==> src/rtl/banco_param_if.sv <==
// banco_param_if: bundles the decode-side request signals and the registered
// read results of the banco_param register file.
//   Read1Add/Read2Add  read addresses for ports 1 and 2
//   WriteAdd/entrada   write address and write data
//   RW                 write enable
//   leitura            read request for both ports
//   limpa              start a clear sweep
//   dado1/dado2        registered read data
//   valido             read data updated by a read accepted on the last edge
//   ocupado            clear sweep in progress
// The master modport is the decode stage; the slave modport is the register file.
interface banco_param_if #(
  parameter int DATA_W = 16,
  parameter int ADDR_W = 3
);
  logic [ADDR_W-1:0] Read1Add;
  logic [ADDR_W-1:0] Read2Add;
  logic [ADDR_W-1:0] WriteAdd;
  logic [DATA_W-1:0] entrada;
  logic              RW;
  logic              leitura;
  logic              limpa;
  logic [DATA_W-1:0] dado1;
  logic [DATA_W-1:0] dado2;
  logic              valido;
  logic              ocupado;

  modport master (
    output Read1Add, Read2Add, WriteAdd, entrada, RW, leitura, limpa,
    input  dado1, dado2, valido, ocupado
  );

  modport slave (
    input  Read1Add, Read2Add, WriteAdd, entrada, RW, leitura, limpa,
    output dado1, dado2, valido, ocupado
  );
endinterface

==> src/rtl/banco_param.sv <==
// banco_param: parametrised register file with two registered read ports.
//   clock    rising-edge clock
//   reset_n  asynchronous active-low reset; clears registers, outputs and FSM
//   bus      banco_param_if.slave carrying addresses, write data, RW, leitura,
//            limpa and the registered outputs dado1, dado2, valido, ocupado
// Reads have one cycle of latency with write-first bypass. With ZERO_R0=1,
// register 0 is hard-wired to zero. A limpa request starts a sweep that clears
// one register per cycle for DEPTH cycles while ocupado is high.
module banco_param #(
  parameter int DATA_W  = 16,
  parameter int ADDR_W  = 3,
  parameter bit ZERO_R0 = 1'b0
) (
  input logic          clock,
  input logic          reset_n,
  banco_param_if.slave bus
);
  localparam int DEPTH = 2 ** ADDR_W;
  localparam logic [ADDR_W-1:0] LAST_INDEX = ADDR_W'(DEPTH - 1);

  typedef enum logic {IDLE, SWEEP} state_t;

  state_t            state_q, state_d;
  logic [ADDR_W-1:0] index_q, index_d;
  logic [DATA_W-1:0] regs_q [DEPTH];
  logic [DATA_W-1:0] regs_d [DEPTH];
  logic [DATA_W-1:0] dado1_q, dado1_d;
  logic [DATA_W-1:0] dado2_q, dado2_d;
  logic              valido_q, valido_d;
  logic              wr_en;

  // A write to register 0 is discarded when it is hard-wired to zero; this also
  // suppresses the bypass, so a read of address 0 returns the stored zero.
  assign wr_en = bus.RW && !(ZERO_R0 && (bus.WriteAdd == '0));

  // Next-state logic. Reads sample regs_q, so a read of a different address in
  // the same cycle as a write returns the old contents.
  always_comb begin
    state_d  = state_q;
    index_d  = index_q;
    regs_d   = regs_q;
    dado1_d  = dado1_q;
    dado2_d  = dado2_q;
    valido_d = 1'b0;
    case (state_q)
      IDLE: begin
        if (wr_en) begin
          regs_d[bus.WriteAdd] = bus.entrada;
        end
        if (bus.leitura) begin
          valido_d = 1'b1;
          dado1_d  = (wr_en && (bus.Read1Add == bus.WriteAdd)) ? bus.entrada
                                                               : regs_q[bus.Read1Add];
          dado2_d  = (wr_en && (bus.Read2Add == bus.WriteAdd)) ? bus.entrada
                                                               : regs_q[bus.Read2Add];
        end
        if (bus.limpa) begin
          state_d = SWEEP;
          index_d = '0;
        end
      end
      SWEEP: begin
        regs_d[index_q] = '0;
        index_d         = index_q + ADDR_W'(1);
        if (index_q == LAST_INDEX) begin
          state_d = IDLE;
        end
      end
    endcase
  end

  always_ff @(posedge clock or negedge reset_n) begin
    if (!reset_n) begin
      state_q  <= IDLE;
      index_q  <= '0;
      dado1_q  <= '0;
      dado2_q  <= '0;
      valido_q <= 1'b0;
      for (int i = 0; i < DEPTH; i++) begin
        regs_q[i] <= '0;
      end
    end else begin
      state_q  <= state_d;
      index_q  <= index_d;
      dado1_q  <= dado1_d;
      dado2_q  <= dado2_d;
      valido_q <= valido_d;
      regs_q   <= regs_d;
    end
  end

  assign bus.dado1   = dado1_q;
  assign bus.dado2   = dado2_q;
  assign bus.valido  = valido_q;
  assign bus.ocupado = (state_q == SWEEP);
endmodule

==> src/flat_wrapper.sv <==
// flat-port wrapper written by rule: the top's interface ports become plain ports
module banco_param_flat 
#(
  parameter int DATA_W  = 16,
  parameter int ADDR_W  = 3,
  parameter bit ZERO_R0 = 1'b0
)
  (clock, reset_n, bus_Read1Add, bus_Read2Add, bus_WriteAdd, bus_entrada, bus_RW, bus_leitura, bus_limpa, bus_dado1, bus_dado2, bus_valido, bus_ocupado);
  banco_param_if #(.DATA_W(DATA_W), .ADDR_W(ADDR_W)) bus_i ();
  input logic clock;
  input logic reset_n;
  input wire logic [$bits(bus_i.Read1Add)-1:0] bus_Read1Add;
  input wire logic [$bits(bus_i.Read2Add)-1:0] bus_Read2Add;
  input wire logic [$bits(bus_i.WriteAdd)-1:0] bus_WriteAdd;
  input wire logic [$bits(bus_i.entrada)-1:0] bus_entrada;
  input wire logic [$bits(bus_i.RW)-1:0] bus_RW;
  input wire logic [$bits(bus_i.leitura)-1:0] bus_leitura;
  input wire logic [$bits(bus_i.limpa)-1:0] bus_limpa;
  output wire logic [$bits(bus_i.dado1)-1:0] bus_dado1;
  output wire logic [$bits(bus_i.dado2)-1:0] bus_dado2;
  output wire logic [$bits(bus_i.valido)-1:0] bus_valido;
  output wire logic [$bits(bus_i.ocupado)-1:0] bus_ocupado;
  assign bus_i.Read1Add = bus_Read1Add;
  assign bus_i.Read2Add = bus_Read2Add;
  assign bus_i.WriteAdd = bus_WriteAdd;
  assign bus_i.entrada = bus_entrada;
  assign bus_i.RW = bus_RW;
  assign bus_i.leitura = bus_leitura;
  assign bus_i.limpa = bus_limpa;
  assign bus_dado1 = bus_i.dado1;
  assign bus_dado2 = bus_i.dado2;
  assign bus_valido = bus_i.valido;
  assign bus_ocupado = bus_i.ocupado;
  banco_param #(.DATA_W(DATA_W), .ADDR_W(ADDR_W), .ZERO_R0(ZERO_R0)) u_core (.clock(clock), .reset_n(reset_n), .bus(bus_i));
endmodule
==> config.mk <==
export PLATFORM = sky130hd
export DESIGN_NAME = banco_param_flat
export DESIGN_NICKNAME = d
export VERILOG_FILES = /design/src/rtl/banco_param_if.sv /design/src/rtl/banco_param.sv /design/src/flat_wrapper.sv
export SDC_FILE = /design/constraint.sdc
export NUM_CORES = 1
export LEC_CHECK = 0
export CAP_MARGIN = 20
export CELL_PAD_IN_SITES_DETAIL_PLACEMENT = 1
export CELL_PAD_IN_SITES_GLOBAL_PLACEMENT = 1
export CORE_ASPECT_RATIO = 0.5
export CORE_MARGIN = 10
export CORE_UTILIZATION = 53
export CTS_CLUSTER_DIAMETER = 80
export DETAILED_ROUTE_END_ITERATION = 10
export HOLD_SLACK_MARGIN = 0.1
export PLACE_DENSITY_LB_ADDON = 0.2
export SLEW_MARGIN = 20
export SYNTH_ARGS = -nofsm -noshare
export SYNTH_HDL_FRONTEND = slang
export SYNTH_SLANG_ARGS = --single-unit
==> constraint.sdc <==
create_clock -name clock -period 2.92 [get_ports clock]
set_input_delay 0.584 -clock clock [delete_from_list [all_inputs] [get_ports clock]]
set_output_delay 0.584 -clock clock [all_outputs]
set_load 0.005 [all_outputs]
; ---- Word level (Yosys, flattened, before mapping)
; Cells that the tools add are included.
[op_classes]
add_sub_neg = 1
reduce_logical = 5
n_bitwise = 7
magnitude_cmp = 6
muxes = 22
eq_ne = 5
[op_table]
columns = cell, count
row1 = case mux 128 bit (2 select lines), 1
row2 = AND 128 bit, 1
row3 = bitwise mux 128 bit, 1
row4 = 2-to-1 mux 128 bit, 1
row5 = 2-to-1 mux 16 bit, 8
row6 = inverter 128 bit, 1
row7 = binary-select mux 16 bit (select 3 bit), 2
row8 = demux 16 bit (select 3 bit), 2
row9 = greater-or-equal comparator 4 bit (second input constant), 4
row10 = inverter 3 -> 4 bit, 4
row11 = < comparator 4 x 1 -> 1 bit (second input constant), 2
row12 = equality test 3 bit, 2
row13 = case mux 3 bit (2 select lines), 1
row14 = logical AND 1 bit, 4
row15 = 2-to-1 mux 1 bit, 4
row16 = inequality test 2 bit (second input constant), 2
row17 = adder 3 x 1 -> 3 bit (second input constant), 1
row18 = equality test 3 bit (second input constant), 1
row19 = 2-to-1 mux 3 bit, 1
row20 = case mux 1 bit (2 select lines), 1
row21 = AND reduction 2 bit, 1
row22 = inverter 1 bit, 1
[word_totals]
regBits = 165
word_cells = 59

; ---- Logic depth before layout (Yosys ltp)
[depth]
depth_word = 8
depth_mapped = 6

; ---- Worst setup path after synthesis
; No wires, ideal clock.
[synth_path]
path_kind = input to register
from = input port bus_Read1Add[0]
to = register u_core.dado1_q[11] (netlist: u_core.bus.dado1[11])
setup_time_ps = 138
required_time_ps = 2782
path_buffers = 2
setup_slack_ps = 1146
path_stages = 5
arrival_time_ps = 1636
path_cell_list = buf_4 -> buf_6 -> mux4_2 -> mux2i_1 -> o221ai_1
[synth_via]
elab_chain_cells = 5
[synth_rtl]
columns = item, line
row1 = "start, declared", flat_wrapper.sv:12  ; input wire logic [$bits(bus_i.Read1Add)-1:0] bus_Read1Add;
row2 = inverter 3 -> 4 bit (implied by the code), banco_param.sv:53  ; : regs_q[bus.Read1Add];
row3 = binary-select mux 16 bit (select 3 bit), banco_param.sv:53
row4 = 2-to-1 mux 16 bit (implied by the code) (2 in series), banco_param.sv:53
row5 = 2-to-1 mux 16 bit (*), banco_param.sv:52  ; dado1_d = (wr_en && (bus.Read1Add == bus.WriteAdd)) ? bus.entrada
row6 = "end signal, assigned", banco_param.sv:85  ; dado1_q <= dado1_d;
row7 = "end, declared", banco_param.sv:27  ; logic [DATA_W-1:0] dado1_q, dado1_d;
; Mark *: on every way between the ends. The rest lies on a longest branch, timed or not. The select of a mux whose other input is x is not followed.
; A chain may end at the register's enable or synchronous reset.

; ---- Final worst setup path
[layout_path]
from = register u_core.state_q (netlist: u_core.bus.ocupado)
to = output port bus_ocupado
[layout_rtl]
columns = item, line
row1 = "start, declared", banco_param.sv:23  ; state_t state_q, state_d;
row2 = "start signal, assigned", banco_param.sv:83  ; state_q <= state_d;
row3 = "end, declared", flat_wrapper.sv:22  ; output wire logic [$bits(bus_i.ocupado)-1:0] bus_ocupado;
; No word-level cell between the ends.

==> impl_metrics.csv <==
group,metric,value,unit
finish,multi_input_area,3920,um2
routing,viasPerCell,7.27,
worst_setup_path,required,2340,ps
clocking,cts_made_buffers,17,
finish,final_area,9870,um2
power_and_ir_drop,power_density,857,nW/um2
sta,worstMarginPinSlew,1090,ps
global_routing,grt_usage,26.0,%
clocking,numClockSinks,165,
floorplanning,fp.dieW,199,um
power_and_ir_drop,p_leak,4.35,nW
finish,final_nets,677,
logic_synthesis,netlist_top_cells_area,"dfrtp_1 49%, mux4_2 16%, a22o_1 13%, mux2i_1 3.9%, o221ai_1 2.9%",
logic_synthesis,syn_area,8500,um2
logic_synthesis,ys_ff_latch,165,
global_routing,grt_max_degree,61,
sta,finalSetupTns,0,ps
logic_synthesis,ys_warn_count,0,
sta,slew_violations,0,
clocking,cts-resized-gates,0,
worst_setup_path,worstSetupPathType,"flop to output port",
clocking,cts_setup_buffers,0,
floorplanning,rows,32,
floorplanning,boundaryPins,64,
global_routing,grt_pass1_wl,42400,um
logic_synthesis,synth.distinct_cells,41,
clocking,cts-root-buf,"clkbuf_16",
clocking,clk-insertion-delay-late,430,ps
global_routing,grt_overflow,0,
logic_synthesis,yosysTopAreaCell,"dfrtp_1",
global_routing,antenna_found_initial,1,
sta,hold_violations,0,
floorplanning,dieArea,21800,um2
sta,setup_viol,0,
logic_synthesis,syn_nets,629,
routing,wl_per_cell,31.6,um
power_and_ir_drop,vdd_drop_max,493,uV
worst_setup_path,critPathCaptureType,"output port",
floorplanning,die_y,110,um
finish,drive_gt1_share,23.7,%
place,portBuffers,63,
routing,postRouteAntennaNets,0,
worst_setup_path,arrival,1900,ps
routing,drcViolationCount,0,
finish,area_growth,16.1,%
routing,dr_total_vias,6270,
logic_synthesis,ys_seq_area_share,48.6,%
floorplanning,start_util,54.6,%
run_status,status,"finished clean",
clocking,cts_max_level,4,
sta,finClkSkew,9.98,ps
place,hpwl,16700,um
routing,first_pass_iters,5,
logic_synthesis,synth_ff_type,"dfrtp_1",
logic_synthesis,syn_avg_cell_area,14.2,um2
sta,period_needed,2490,ps
worst_setup_path,critPathLaunchType,"flop",
logic_synthesis,async_reset_ff_share,100,%
clocking,tritoncts,"done",
logic_synthesis,post-synth-top-count-cell,"dfrtp_1",
logic_synthesis,ys_top_cells_by_count,"165 x dfrtp_1, 128 x a22o_1, 60 x mux4_2, 42 x nand2_1, 33 x mux2i_1",
routing,drt_iter0_drc,660,
logic_synthesis,syn_inst,597,
sta,slew_headroom,27.5,%
place,postPlaceCellArea,9290,um2
worst_setup_path,critPathMaxFanout,17,
sta,rsz0062_at_grt,"no",
worst_setup_path,worstRegToRegCells,3,
clocking,cts_buffer_depth,2,
clocking,cts_hold_buf,0,
sta,period_share,85.1,%
logic_synthesis,synth.top_cell.area_share,48.6,%
run,drv_cap,0,
worst_hold_path,worstHoldPathType,"primary input to asynchronous set/reset pin",
place,gp_congestion,0.805,
global_routing,grt_pass1_vias,6841,
logic_synthesis,synth_edf_count,0,
sta,max_freq,402,MHz
finish,nFillCells,1449,
clocking,clk_pin_slew_worst_paths,70,ps
floorplanning,design.core.area,15600,um2
finish,register_area,4130,um2
routing,wirelength,27300,um
## layer usage
layer	up-vias	GRT usage [%]	wire length, um
met5	-	0	0
met2	357	41.7	12900
met1	3388	33.7	11100
li1	2473	-	-
met3	52	7.62	2610
met4	0	8.87	617
## where the power goes
| group | switching, mW | internal [mW] | leakage, nW |
|---|---|---|---|
| registers | 0.604 | 2.94 | 2.27 |
| clock network | 0.992 | 1.18 | 0.267 |
| logic | 1.31 | 1.42 | 1.81 |
## path summary, 6_finish.rpt
kind	start	end	slack (ps)
min	reset_n	u_core.regs_q[18]	80
max	u_core.bus.ocupado	bus_ocupado	430
min reg2reg	u_core.bus.dado2[12]	u_core.bus.dado2[12]	500
max reg2reg	u_core.bus.ocupado	u_core.regs_q[32]	780
min in group clock	u_core.bus.dado2[12]	u_core.bus.dado2[12]	500
max in group asynchronous	reset_n	u_core.bus.dado2[7]	2110
## worst max-delay path: stages, from the launching register on
cell,delay [ps]
dfrtp_1,700
buf_4,260
clkdlybuf4s50_1,510
## state kept, by name (all words and copies together), names as in the netlist
| register | count |
|---|---|
| u_core.bus.dado1 | 16 |
| u_core.bus.dado2 | 16 |
| u_core.bus.ocupado | 1 |
| u_core.bus.valido | 1 |
| u_core.index_q | 3 |
| u_core.regs_q | 128 |
## cells in the final DEF (no fill, tap or decap), types with 3 or more instances in the layout
cell type	count
a21oi_2	4
a22o_1	128
and2_1	3
and4b_1	3
buf_12	8
buf_4	23
clkbuf_16	17
clkdlybuf4s50_1	60
clkinv_2	3
clkinvlp_4	3
dfrtp_1	165
inv_1	10
inv_6	5
mux2i_1	33
mux4_1	4
mux4_2	60
nand2_1	42
nand2b_1	5
nor2_4	4
o221ai_1	28
o221ai_2	4
xnor2_1	6
## per-stage QoR
stage | power, mW | instances | setup slack [ps] | util (%) | hold WS, ps
after floorplan | 5.00 | 597 | 1150 | - | 288
final | 8.45 | 862 | 434 | 63.4 | 84.8
after CTS | 8.43 | 860 | 418 | 63.2 | 101
after global placement | 6.03 | 829 | 212 | 59.6 | 472
after global routing | 8.83 | 861 | 345 | 63.3 | 115
after detailed placement | 6.18 | 829 | 212 | 59.7 | 479
## final cells by class
class / count / share of cell area (%)
Antenna cell: 1 / 0.0254
Clock buffer: 17 / 4.31
Clock inverter: 14 / 1.31
Inverter: 11 / 0.418
Multi-Input combinational cell: 355 / 39.7
Sequential cell: 165 / 41.8
Tap cell: 204 / 2.59
Timing Repair Buffer: 95 / 9.79
## logic make-up after synthesis
group / Yosys count / share of synthesized area, %
compound gates: 173 / 18.2
flops: 165 / 48.6
mux: 97 / 21.0
buf+inv: 77 / 5.52
simple gates: 77 / 5.77
xor+xnor: 6 / 0.618
fa+ha+maj: 2 / 0.294
Power figures use the tool's default switching activity.
